$ cat config.mk
export PLATFORM = sky130hd
export DESIGN_NAME = control_unit
export DESIGN_NICKNAME = d
export VERILOG_FILES = /design/src/rtl/control_unit.sv
export SDC_FILE = /design/constraint.sdc
export NUM_CORES = 1
export LEC_CHECK = 0
export ABC_CLOCK_PERIOD_IN_PS = 3600
export BUFFER_PORTS_ARGS = -buffer_cell sky130_fd_sc_hd__buf_2
export CORE_MARGIN = 2
export CORE_UTILIZATION = 40
export DETAILED_ROUTE_END_ITERATION = 6
export GPL_TIMING_DRIVEN = 0
export PLACE_DENSITY = 0.82
export SYNTH_ARGS = -nofsm -noshare
export SYNTH_HDL_FRONTEND = slang
export SYNTH_SLANG_ARGS = --single-unit
$ cat constraint.sdc
create_clock -name clk -period 3.6 [get_ports clk]
set_input_delay 0.72 -clock clk [delete_from_list [all_inputs] [get_ports clk]]
set_output_delay 0.72 -clock clk [all_outputs]
set_load 0.01 [all_outputs]
$ cat src/rtl/control_unit.sv
// Instruction-sequencing control unit: a Moore FSM that walks fetch (T0-T2)
// and opcode-dependent execute steps (T3-T6), emitting Datapath strobes.
module control_unit (
    input  logic        clk,
    input  logic        clr,
    input  logic [31:0] ir,
    input  logic        mem_ready,
    output logic        pc_out,
    output logic        zlo_out,
    output logic        zhi_out,
    output logic        mdr_out,
    output logic        mar_enable,
    output logic        mdr_enable,
    output logic        ir_enable,
    output logic        y_enable,
    output logic        z_enable,
    output logic        lo_enable,
    output logic        hi_enable,
    output logic        pc_increment,
    output logic        read,
    output logic [4:0]  op_code,
    output logic        gra,
    output logic        grb,
    output logic        grc,
    output logic        r_in,
    output logic        r_out,
    output logic        run
);

    typedef enum logic [3:0] {
        ST_RST,
        ST_T0,
        ST_T1,
        ST_T2,
        ST_T3,
        ST_T4,
        ST_T5,
        ST_T6,
        ST_HALT
    } state_t;

    state_t     state_q;
    state_t     state_d;
    logic [4:0] opcode;
    logic       is_alu3;
    logic       is_unary;
    logic       is_muldiv;
    logic       is_halt;
    logic       unused_ir;

    assign opcode    = ir[31:27];
    // Register fields are consumed by the Datapath's select-and-encode logic.
    assign unused_ir = ^ir[26:0];

    always_comb begin
        is_alu3   = 1'b0;
        is_unary  = 1'b0;
        is_muldiv = 1'b0;
        is_halt   = 1'b0;
        case (opcode)
            5'b00011, 5'b00100, 5'b00101, 5'b00110,
            5'b00111, 5'b01000, 5'b01001, 5'b01010: is_alu3   = 1'b1;
            5'b10001, 5'b10010:                     is_unary  = 1'b1;
            5'b01111, 5'b10000:                     is_muldiv = 1'b1;
            5'b11011:                               is_halt   = 1'b1;
            default: ;
        endcase
    end

    always_ff @(posedge clk or negedge clr) begin
        if (!clr) begin
            state_q <= ST_RST;
        end else begin
            state_q <= state_d;
        end
    end

    always_comb begin
        state_d = state_q;
        case (state_q)
            ST_RST:  state_d = ST_T0;
            ST_T0:   state_d = ST_T1;
            ST_T1:   state_d = mem_ready ? ST_T2 : ST_T1;
            ST_T2:   state_d = ST_T3;
            ST_T3: begin
                if (is_alu3 || is_unary || is_muldiv) begin
                    state_d = ST_T4;
                end else if (is_halt) begin
                    state_d = ST_HALT;
                end else begin
                    state_d = ST_T0;
                end
            end
            ST_T4:   state_d = (is_alu3 || is_muldiv) ? ST_T5 : ST_T0;
            ST_T5:   state_d = is_muldiv ? ST_T6 : ST_T0;
            ST_T6:   state_d = ST_T0;
            ST_HALT: state_d = ST_HALT;
            default: state_d = ST_RST;
        endcase
    end

    // Outputs depend only on state and the (stable) instruction register.
    always_comb begin
        pc_out       = 1'b0;
        zlo_out      = 1'b0;
        zhi_out      = 1'b0;
        mdr_out      = 1'b0;
        mar_enable   = 1'b0;
        mdr_enable   = 1'b0;
        ir_enable    = 1'b0;
        y_enable     = 1'b0;
        z_enable     = 1'b0;
        lo_enable    = 1'b0;
        hi_enable    = 1'b0;
        pc_increment = 1'b0;
        read         = 1'b0;
        op_code      = 5'b00000;
        gra          = 1'b0;
        grb          = 1'b0;
        grc          = 1'b0;
        r_in         = 1'b0;
        r_out        = 1'b0;
        run          = 1'b1;
        case (state_q)
            ST_T0: begin
                pc_out       = 1'b1;
                mar_enable   = 1'b1;
                pc_increment = 1'b1;
            end
            ST_T1: begin
                read       = 1'b1;
                mdr_enable = 1'b1;
            end
            ST_T2: begin
                mdr_out   = 1'b1;
                ir_enable = 1'b1;
            end
            ST_T3: begin
                if (is_alu3) begin
                    grb      = 1'b1;
                    r_out    = 1'b1;
                    y_enable = 1'b1;
                end else if (is_unary) begin
                    grb      = 1'b1;
                    r_out    = 1'b1;
                    z_enable = 1'b1;
                    op_code  = opcode;
                end else if (is_muldiv) begin
                    gra      = 1'b1;
                    r_out    = 1'b1;
                    y_enable = 1'b1;
                end
            end
            ST_T4: begin
                if (is_alu3) begin
                    grc      = 1'b1;
                    r_out    = 1'b1;
                    z_enable = 1'b1;
                    op_code  = opcode;
                end else if (is_unary) begin
                    zlo_out = 1'b1;
                    gra     = 1'b1;
                    r_in    = 1'b1;
                end else if (is_muldiv) begin
                    grb      = 1'b1;
                    r_out    = 1'b1;
                    z_enable = 1'b1;
                    op_code  = opcode;
                end
            end
            ST_T5: begin
                if (is_alu3) begin
                    zlo_out = 1'b1;
                    gra     = 1'b1;
                    r_in    = 1'b1;
                end else if (is_muldiv) begin
                    zlo_out   = 1'b1;
                    lo_enable = 1'b1;
                end
            end
            ST_T6: begin
                zhi_out   = 1'b1;
                hi_enable = 1'b1;
            end
            ST_HALT: run = 1'b0;
            default: ;
        endcase
    end

endmodule

### Word level (Yosys, flattened, before mapping)

Cells that the tools add are included.

* register bits: 4
* bits of input ports: 35
* output and inout bits: 24
* word-level logic and storage cells: 72

* eq/ne operators: 21
* muxes and demuxes: 42
* reduce and logical (&&, ||, !) cells: 8

Operator list (count)
* 4-bit case mux with 8 select lines: 1
* 1-bit 2-to-1 mux: 25
* 5-bit 2-to-1 mux: 5
* 5-bit by 3-bit == test with 1-bit output, second input constant: 4
* 5-bit by 4-bit == test with 1-bit output, second input constant: 4
* 5-bit == test, second input constant: 4
* 4-bit by 3-bit == test with 1-bit output, second input constant: 4
* 1-bit case mux with 2 select lines: 5
* 5-bit case mux with 2 select lines: 1
* 4-bit by 2-bit == test with 1-bit output, second input constant: 2
* 4-bit 2-to-1 mux: 2
* 8-bit OR reduction: 1
* 3-bit 2-to-1 mux: 2
* 2-bit OR reduction: 3
* 5-bit by 2-bit == test with 1-bit output, second input constant: 1
* 4-bit by 1-bit == test with 1-bit output, second input constant: 1
* 4-bit == test, second input constant: 1
* 4-bit logical NOT: 1
* 1-bit logical OR: 3
* 1-bit case mux with 3 select lines: 1

### Longest topological paths before layout

* word-level depth: 7
* mapped depth: 7
* mapped depth without buffers: 4

### Worst setup path before layout

Ideal clock, no wire load.

* path type: input port to output port
* start: input port ir[30]
* end: output port op_code[0]
* arrival: 2146 ps
* required time: 2880 ps
* slack: 734 ps
* cell stages on the path: 5
* path buffers: 1
* cells stage by stage: clkbuf_1 -> and2_1 -> a2111oi_2 -> nor2_1 -> a2111oi_2

* cells in the longest elaborated chain, start to end: 7
* elaborated cells on any way between the ends: 24
* those cells by class: 12 x eq/ne; 9 x mux; 3 x reduce/logical

RTL lines
* from (decl): RTL line 6 `input logic [31:0] ir,`
* 5-bit by 4-bit == test with 1-bit output or 5-bit == test (tied branches): RTL line 60 `case (opcode)`
* 2-bit OR reduction: RTL line 60
* 1-bit 2-to-1 mux: RTL line 60
* 5-bit 2-to-1 mux: RTL line 164 `end else if (is_muldiv) begin`
* 5-bit 2-to-1 mux: RTL line 160 `end else if (is_unary) begin`
* 5-bit 2-to-1 mux: RTL line 155 `if (is_alu3) begin`
* 5-bit case mux with 2 select lines *: RTL line 124 `case (state_q)`
* to (decl): RTL line 21 `output logic [4:0] op_code,`

Mark *: on every way between the ends. The rest lies on a longest branch, timed or not.

### Worst setup path in the final report

Same ends and word-level chain as after synthesis.

==> run_results.csv <==
group,metric,value,unit
outcome,status,"finished, violations left",
outcome,violations,"DRC",
placed_design,placed_cell_area,860,µm²
placed_design,hpwl,1420,µm
clock_network,clkTransAtPathRegs,40,ps
power,vdd_drop_max,0.000226,V
timing,setup_viol_count_final,0,
yosys,synth_area_per_cell,7.20,µm²
drt,vias,840,
finish,largest_register,"state_q",
die,io_pins,59,
finish,synthToLayoutAreaGrowth,28.9,%
yosys,yosysTopAreaCellShare,0.146,
yosys,async_flop_share,1.00,
placed_design,portBuffers,31,
power,powerDensity,519,mW/mm²
yosys,synth_cell_types,40,
finish,final_layout_size_suffix_gt1_frac,0.364,
finish,layout.nets,166,
timing,min_period_over_period,0.893,
die,coreArea,0.00156,mm²
timing,tightest_slew,463,ps
critical_path,required,2880,ps
timing,drv_slew,0,
yosys,synth-seq-cells,4,
drt,postRouteAntennaNets,0,
clock_network,htreeDepth,1,
clock_network,clock_latency,230,ps
placed_design,dp_slack,388,ps
yosys,syn_inst,95,
global_routing,antenna_found_initial,0,
clock_network,cts_resized,0,
timing,rsz0062_at_grt,"false",
global_routing,grt_max_degree,11,
timing,relSlewSlack,0.690,
global_routing,grt_pass1_wl,3120,µm
timing,final.setup.tns,0,ps
finish,instances_no_fill,145,
finish,postLayoutCoreUtil,0.566,
finish,fillCellCount,164,
die,rows,14,
critical_path,worstPathArrival,2490,ps
yosys,netlist_area,684,µm²
timing,fin_worst_skew,1.77,ps
drt,remaining_drc_errors,1,
critical_path,cp_max_fo,10,
critical_path,reg2reg_from,"state_q[2]$_DFF_PN0_",
drt,post_drt_via_cell_ratio,5.79,
clock_network,root_buffer,"clkbuf_4",
clock_network,holdBufCountCts,0,
die,die_x,45.4,µm
yosys,synthFlopType,"dfrtp_1",
drt,dr.first_iter.drc_count,17,
global_routing,gr-usage-all-layers,0.201,
clock_network,clock-sinks,4,
die,die-area,0.00206,mm²
drt,wl_per_cell,12.9,µm
placed_design,gp_congestion,0.861,
timing,clock.fmax,0.311,GHz
global_routing,grt_overflow_total,0,
die,die_y,45.4,µm
yosys,yosys_warnings,0,
die,start_util,0.439,
run,cap_viol_max_count,0,
finish,top_regs,"state_q x4",
clock_network,cts-buffers-inserted,3,
yosys,synth_top_area_cell,"dfrtp_1",
timing,fin_crit,3210,ps
yosys,ys_top_cells_by_count,"clkbuf_1 (7), nor3_1 (7), a21oi_1 (6), nor2_1 (6), buf_4 (5)",
power,p_leak,0.406,nW
finish,largest_reg_flops,4,
placed_design,placedCellCount,142,
finish,n_antenna_cell,0,
clock_network,clockBufferDepth,2,
yosys,synth_area_leaders,"dfrtp_1 (15%), buf_4 (5.5%), nor3_1 (5.1%), a21oi_1 (4.4%), a2111oi_2 (4.4%)",
timing,setup_slack,386,ps
yosys,syn_nets,130,
yosys,synth_edf_count,0,
critical_path,startpoint,"ir[30]",
drt,first_pass_iters,6,
hold_path,hp-class,"in -> async",
clock_network,postCtsSetupBuffers,0,
global_routing,grt_pass1_vias,703,
critical_path,timing_worst_setup_path_type,"in -> out",
clock_network,cts_tree,"built",
critical_path,start_kind,"input pin",
critical_path,cp-end-kind,"primary output",
yosys,ys_seq_area_frac,0.146,
timing,hold_viol,0,
drt,wirelength,1880,µm
critical_path,r2r_cells,6,
finish,final_area,882,µm²
==> metal layers <==
layer | vias up | wire length, µm | GRT usage
met1 | 387 | 845 | 0.280
met5 | - | 0 | 0
li1 | 411 | - | -
met4 | 0 | 0 | 0.0176
met2 | 42 | 882 | 0.334
met3 | 0 | 149 | 0.0360
==> worst max-delay path, cell delays in order <==
cell and delay, ps:
buf_2 100, clkbuf_1 200, and4b_1 240, a2111oi_2 490
nor2_1 190, a2111oi_2 370, buf_2 180
==> stage by stage <==
step	power (mW)	hold WS, ps
floorplan	0.304	424
global placement	0.391	523
detailed placement	0.401	527
CTS	0.458	279
global route	0.502	282
finish	0.457	283
==> area by class of cell <==
cell class	instances	area [µm²]	area share
flip-flops and latches	4	100	0.113
clock buffers	3	22.5	0.0255
well taps	16	20.0	0.0227
plain buffers	14	71.3	0.0809
repair buffers	31	155	0.176
multi-input cells	74	502	0.569
inverters	3	11.3	0.0128
==> worst paths after layout <==
path	end	slack [ps]
setup / recovery	op_code[0]	390
hold / removal	state_q[2]$_DFF_PN0_	280
setup reg to reg	state_q[3]$_DFF_PN0_	1750
hold reg to reg	state_q[1]$_DFF_PN0_	650
max in group asynchronous	state_q[0]$_DFF_PN0_	3200
min in group clk	state_q[1]$_DFF_PN0_	650
==> kinds of logic (layout without fill, tap and decap cells) <==
logic type	Yosys count	after routing	share of synthesized area
buf+inv	17	51	0.121
mux	1	1	0.0165
flops	4	4	0.146
simple gates	43	43	0.380
xor+xnor	5	5	0.0640
compound gates	25	25	0.272
==> cell usage in the layout, fill, tap and decap left out, drive strengths merged, types with 2 or more instances in the layout <==
| cell type | instances |
|---|---|
| and2 | 2 |
| or4b | 2 |
| a2111oi | 3 |
| nor3 | 7 |
| nor2 | 6 |
| a21oi | 6 |
| nor2b | 3 |
| nand2b | 4 |
| nor4b | 2 |
| o31ai | 2 |
| or2 | 4 |
| inv | 3 |
| a211oi | 3 |
| o21ai | 3 |
| clkbuf | 10 |
| buf | 38 |
| dfrtp | 4 |
| xnor2 | 3 |
| nand2 | 4 |
| xor2 | 2 |
| a211o | 2 |
| or3 | 2 |
==> report_power, final <==
group	total, mW	internal [mW]	switching (mW)
clock	0.0542	0.0372	0.0170
sequential	0.0678	0.0605	0.00720
combinational	0.335	0.136	0.199
total	0.457	0.234	0.223
Power figures use the tool's default switching activity.
